### src/rtl/elevator_pkg.sv
// rtl/elevator_pkg.sv - shared segment codes and travel-direction encodings for the floor display
package elevator_pkg;

  typedef enum logic [1:0] {
    DIR_IDLE = 2'b00,
    DIR_UP   = 2'b01,
    DIR_DOWN = 2'b10,
    DIR_RSVD = 2'b11
  } dir_e;

  // Active-low, bit order gfedcba
  localparam logic [6:0] SEG_0     = 7'b1000000;
  localparam logic [6:0] SEG_1     = 7'b1111001;
  localparam logic [6:0] SEG_2     = 7'b0100100;
  localparam logic [6:0] SEG_3     = 7'b0110000;
  localparam logic [6:0] SEG_4     = 7'b0011001;
  localparam logic [6:0] SEG_5     = 7'b0010010;
  localparam logic [6:0] SEG_6     = 7'b0000010;
  localparam logic [6:0] SEG_7     = 7'b1111000;
  localparam logic [6:0] SEG_8     = 7'b0000000;
  localparam logic [6:0] SEG_9     = 7'b0010000;
  localparam logic [6:0] SEG_DASH  = 7'b0111111;
  localparam logic [6:0] SEG_BLANK = 7'b1111111;
  localparam logic [6:0] SEG_ALL   = 7'b0000000;
  localparam logic [6:0] SEG_UP    = 7'b1111110;
  localparam logic [6:0] SEG_DOWN  = 7'b1110111;

endpackage

### src/rtl/seg7_decode.sv
// rtl/seg7_decode.sv - combinational BCD digit to active-low seven-segment code
module seg7_decode
  import elevator_pkg::*;
(
  input  logic [3:0] digit,
  output logic [6:0] seg_n
);

  always_comb begin
    seg_n = SEG_BLANK;
    case (digit)
      4'd0: seg_n = SEG_0;
      4'd1: seg_n = SEG_1;
      4'd2: seg_n = SEG_2;
      4'd3: seg_n = SEG_3;
      4'd4: seg_n = SEG_4;
      4'd5: seg_n = SEG_5;
      4'd6: seg_n = SEG_6;
      4'd7: seg_n = SEG_7;
      4'd8: seg_n = SEG_8;
      4'd9: seg_n = SEG_9;
      default: seg_n = SEG_BLANK;
    endcase
  end

endmodule

### src/rtl/floor_display_scan.sv
// rtl/floor_display_scan.sv - multiplexed floor/direction display with door blink and lamp test
module floor_display_scan
  import elevator_pkg::*;
#(
  parameter int N_FLOORS  = 6,
  parameter int N_DIGITS  = 4,
  parameter int SCAN_DIV  = 50000,
  parameter int BLINK_DIV = 12500000,
  localparam int FLOOR_W  = $clog2(N_FLOORS + 1)
) (
  input  logic                      clk,
  input  logic                      rst_n,
  input  logic [FLOOR_W-1:0]        now,
  input  logic [1:0]                dir,
  input  logic                      door_open,
  input  logic                      lamp_test,
  input  logic [N_FLOORS-1:0]       input_in,
  input  logic [2*(N_FLOORS-1)-1:0] input_out,
  output logic [6:0]                seg_n,
  output logic [N_DIGITS-1:0]       an_n,
  output logic [N_FLOORS-1:0]       output_in,
  output logic [2*(N_FLOORS-1)-1:0] output_out,
  output logic [FLOOR_W-1:0]        onow
);

  localparam int SCAN_W  = $clog2(SCAN_DIV);
  localparam int BLINK_W = $clog2(BLINK_DIV);
  localparam int IDX_W   = $clog2(N_DIGITS);

  logic [SCAN_W-1:0]  scan_cnt;
  logic [IDX_W-1:0]   digit_idx;
  logic [BLINK_W-1:0] blink_cnt;
  logic               blink_phase;
  logic               scan_wrap;
  logic               blink_wrap;

  assign scan_wrap  = (scan_cnt == SCAN_W'(SCAN_DIV - 1));
  assign blink_wrap = (blink_cnt == BLINK_W'(BLINK_DIV - 1));

  always_ff @(posedge clk or negedge rst_n) begin
    if (!rst_n) begin
      scan_cnt    <= '0;
      digit_idx   <= '0;
      blink_cnt   <= '0;
      blink_phase <= 1'b0;
    end else begin
      scan_cnt  <= scan_wrap ? '0 : scan_cnt + SCAN_W'(1);
      blink_cnt <= blink_wrap ? '0 : blink_cnt + BLINK_W'(1);
      if (blink_wrap) blink_phase <= ~blink_phase;
      if (scan_wrap)
        digit_idx <= (digit_idx == IDX_W'(N_DIGITS - 1)) ? '0 : digit_idx + IDX_W'(1);
    end
  end

  logic [6:0] now_ext;
  logic [3:0] units, tens, dec_digit;
  logic [6:0] dec_seg;
  logic       floor_bad;
  dir_e       dir_s;

  assign now_ext   = 7'(now);
  assign units     = 4'(now_ext % 7'd10);
  assign tens      = 4'(now_ext / 7'd10);
  assign floor_bad = (now > FLOOR_W'(N_FLOORS));
  assign dir_s     = dir_e'(dir);
  assign dec_digit = (digit_idx == IDX_W'(0)) ? units : tens;

  seg7_decode u_seg7_decode (
    .digit (dec_digit),
    .seg_n (dec_seg)
  );

  logic [6:0]          seg_nxt;
  logic [N_DIGITS-1:0] an_nxt;

  // Slot count 0 is the anti-ghost blank: anodes off and segments dark together.
  always_comb begin
    seg_nxt = SEG_BLANK;
    an_nxt  = '1;
    if (scan_cnt != '0) begin
      an_nxt[digit_idx] = 1'b0;
      if (digit_idx == IDX_W'(0) || digit_idx == IDX_W'(1)) begin
        if (door_open && blink_phase)                 seg_nxt = SEG_BLANK;
        else if (floor_bad)                           seg_nxt = SEG_DASH;
        else if (digit_idx == IDX_W'(1) && tens == 4'd0) seg_nxt = SEG_BLANK;
        else                                          seg_nxt = dec_seg;
      end else if (digit_idx == IDX_W'(2)) begin
        case (dir_s)
          DIR_UP:   seg_nxt = SEG_UP;
          DIR_DOWN: seg_nxt = SEG_DOWN;
          default:  seg_nxt = SEG_BLANK;
        endcase
      end
    end
    if (lamp_test) seg_nxt = SEG_ALL;
  end

  always_ff @(posedge clk or negedge rst_n) begin
    if (!rst_n) begin
      seg_n      <= SEG_BLANK;
      an_n       <= '1;
      output_in  <= '0;
      output_out <= '0;
      onow       <= '0;
    end else begin
      seg_n      <= seg_nxt;
      an_n       <= an_nxt;
      output_in  <= lamp_test ? '1 : input_in;
      output_out <= lamp_test ? '1 : input_out;
      onow       <= now;
    end
  end

endmodule

### config.mk
export PLATFORM = sky130hd
export DESIGN_NAME = floor_display_scan
export DESIGN_NICKNAME = d
export VERILOG_FILES = /design/src/rtl/elevator_pkg.sv /design/src/rtl/seg7_decode.sv /design/src/rtl/floor_display_scan.sv
export SDC_FILE = /design/constraint.sdc
export NUM_CORES = 1
export LEC_CHECK = 0
export ABC_CLOCK_PERIOD_IN_PS = 2000
export BUFFER_PORTS_ARGS = -buffer_cell sky130_fd_sc_hd__buf_4
export CORE_UTILIZATION = 55
export DETAILED_ROUTE_END_ITERATION = 6
export GPL_TIMING_DRIVEN = 0
export PLACE_DENSITY = 0.78
export SKIP_LAST_GASP = 1
export SYNTH_ARGS = -nofsm -noshare
export SYNTH_HDL_FRONTEND = slang
export SYNTH_SLANG_ARGS = --single-unit
### constraint.sdc
create_clock -name clk -period 2 [get_ports clk]
set_input_delay 0.4 -clock clk [delete_from_list [all_inputs] [get_ports clk]]
set_output_delay 0.4 -clock clk [all_outputs]
set_load 0.005 [all_outputs]
==> metrics.md <==
| Metric | Value |
|---|---|
| Worst slack at placement | -0.0154 ns |
| Core area | 5920 um2 |
| Setup Crit Path Kind | register to register |
| CTS buffer count | 9 |
| Mean post-synth cell area | 11.1 um2 |
| Die area | 6460 um2 |
| CTS tree | built |
| IO Port Bufs | 54 |
| Layout cells sized above 1 | 32.5% |
| Sw power | 0.624 mW |
| Sum Neg Setup Slack | 0 ns |
| Slew @ Worst Pin | 0.895 ns |
| Mapped Cells | 304 |
| Worst path buffer plus inverter count | 2 |
| Library cells used by synthesis | 49 |
| Cell taking the most area after synthesis | dfrtp_1 |
| DRT antenna net count | 0 |
| Initial DRC count | around 100 |
| Finished Layout Cells | 450 |
| Layout filler cell count | around 430 |
| Yosys reg bits | 73 |
| Fin crit period | around 1.9 ns |
| Cell area after synthesis | ~3400 um2 |
| P per Cell Area | 719 nW/um2 |
| Max H-tree Level | 3 |
| Largest net degree at the start of global routing | 74 |
| Initial Utilization | 57.1% |
| Switching Share | 21.1% |
| WP data arrival | 2.12 ns |
| Clock share of power | 43.0% |
| Combinational fraction of design power | 5.8% |
| Crit. End Element | register |
| Crit path max-delay family | simple AND/OR/NAND/NOR gates |
| Slew Viols, Final | 0 |
| Placed Instances | 433 |
| Sequential share of the synthesized area | 54.5% |
| Number of max-cap violations | 0 |
| Fmax | ~530 MHz |
| Clock root buffer | clkbuf_8 |
| Static Leak | 1.89 nW |
| Vias in the first global route | around 2300 |
| Max Clock Skew | 0.00496 ns |
| Routed wire length | 6470 um |
| Antenna cells | 0 |
| Vias per cell | 5.44 |
| Via count | 2449 |
| Max incr delay on CP | 0.44 ns |
| Sequential Power Share | 51.3% |
| Run status | finished clean |
| Worst setup SP type | register |
| Worst hold slack | 0.178 ns |
| Commonest non-fill, non-tap cell in the layout | dfrtp_1 |
| Fin crit share | 93.6% |
| Rel. slew slack | between 40% and 50% |
| Total Routing Usage GR | 21.7% |
| Cells along the critical path | inv_1 > ha_1 > nor4b_2 > nand4_1 > and4b_1 > buf_6 > a221oi_2 |
| Setup-failing EPs final | 0 |
| Antenna violations before repair | 0 |
| Total Power | 2.96 mW |
| Top cells by area, synth | dfrtp_1 (46%), dfstp_2 (8.6%), ha_1 (4.4%), xor2_1 (3.4%), or2_2 (3.1%) |
| RSZ-0062 raised after global routing | false |
| First-pass GRT wire length | ~11000 um |
| Die X | 80.4 um |
| Post-detail-place hpwl | 4430 um |
| Post-route worst setup slack | 0.128 ns |
| Hold Fails Final Rpt | 0 |
| Slowest CP cell | dfrtp_1 |
| Later-pin clock latency in the skew report | 0.33 ns |
| Crit-path max FO | 6 |
| Layout area overhead | 22.0% |
| Clk pin slew, worst setup/hold paths | 0.08 ns |
| Syn nets | 341 |
| CTS sink cnt | 73 |
| Worst endpoint required time | 2.25 ns |
| Clock tree buffer depth | 2 |
| Drt wl/cell | 14.4 um |
| # IOs | 55 |
| DRT Pass-1 Iters | 4 |
| Maximum VDD drop | 0.488 mV |
| Synth top area share | a little under half |
| Internal | 2.34 mW |
| Gpl congestion | between 0.8 and 0.9 |
| Top_reg_cell synth | dfrtp_1 |
| Fin nets | 407 |
| FFs w/ async S/R, synth | 100% |
| Post-Route Utilization | between 60% and 70% |
| # DRC | 0 |
| # rows | 28 |
| Finished Cell Area | about 4100 um2 |
| Total gr overflow | 0 |
| Commonest non-fill, non-tap cells in the layout | dfrtp_1 (62), buf_4 (56), nand2_1 (22) |
| EDFF count, synth | 0 |
| Hold/Removal Path Class | input port to register |
| Placed cell areas | 3880 um2 |
| Yosys warns | 0 |
| Die H | 80.4 um |
-- path summary, 6_finish.rpt --
check | from | end | slack [ns] | cells past startpoint
worst max-delay path | scan_cnt[0] | seg_n[3] | 0.13 | 7
worst min-delay path | now[2] | onow[2] | 0.18 | 1
worst max register to register | scan_cnt[0] | seg_n[3] | 0.13 | 7
worst min register to register | blink_phase | blink_phase | 0.49 | 1
max in group asynchronous | rst_n | blink_cnt[12] | 1.23 | 1
min in group asynchronous | rst_n | blink_cnt[19] | 0.19 | 1
-- cell families (layout without fill, tap and decap cells) --
logic type,after synthesis,count (layout),share of synthesized area [%]
compound gates,37,37,6.92
xor+xnor,25,25,6.48
mux,3,3,0.889
buf+inv,23,94,3.81
fa+ha+maj,12,12,4.44
simple gates,131,131,23.0
flops,73,73,54.5
-- worst reg2reg max path, delay by kind of cell (launching register included) --
| family | cells | cell delay, ns |
|---|---|---|
| compound gates | 1 | 0.24 |
| fa+ha+maj | 1 | 0.15 |
| buf+inv | 2 | 0.21 |
| flops | 1 | 0.44 |
| simple gates | 3 | 0.74 |
-- sequential cells by signal, summed over array words and instances, names as in the netlist --
signal       cells
scan_cnt        16
blink_cnt       24
digit_idx        2
seg_n            7
onow             3
output_out      10
output_in        6
an_n             4
blink_phase      1
-- Yosys cell counts, types with 4 or more instances --
cell type,instances
a21oi_1,12
and2_1,5
and4_1,5
buf_6,4
dfrtp_1,62
dfstp_2,11
ha_1,12
inv_1,12
nand2_1,22
nand3_1,15
nand4_1,8
nor2_1,18
nor2b_1,4
nor3_1,6
o21ai_0,11
o31ai_1,4
or2_2,17
or3_1,5
xnor2_1,12
xor2_1,13
-- metal layers --
| metal | up-vias | track usage, % | share of wire [%] |
|---|---|---|---|
| li1 | 1196 | - | - |
| met1 | 1194 | 28.8 | 44 |
| met2 | 48 | 34.7 | 50 |
| met3 | 11 | 4.09 | 3.7 |
| met4 | 0 | 9.46 | 1.6 |
| met5 | - | 0 | 0 |
-- area by class of cell --
class	count	area, um2	share of cell area (%)
plain buffers	10	80.1	1.94
clock buffers	11	141	3.43
flip-flops and latches	73	1840	44.6
well taps	75	93.8	2.28
inverters	12	45.0	1.09
clock inverters	5	78.8	1.91
multi-input cells	208	1420	34.5
repair buffers	56	420	10.2
-- timing repair --
| action | 4_1_cts | 5_1_grt |
|---|---|---|
| gates resized for setup | 0 | 3 |
| pin swaps | 1 | 1 |
| hold buffers | 0 | 0 |
| setup endpoints to repair | 2 | 7 |
| setup buffers | 1 | 1 |
-- power by group through the flow --
stage	Clock, mW	Combinational, mW	Sequential [mW]
floorplan	0	0.0487	1.55
global placement	0	0.170	1.55
detailed placement	0	0.174	1.55
CTS	1.30	0.174	1.52
global route	1.37	0.193	1.52
finish	1.27	0.170	1.52
No activity file was read; power rests on OpenSTA's default activity.
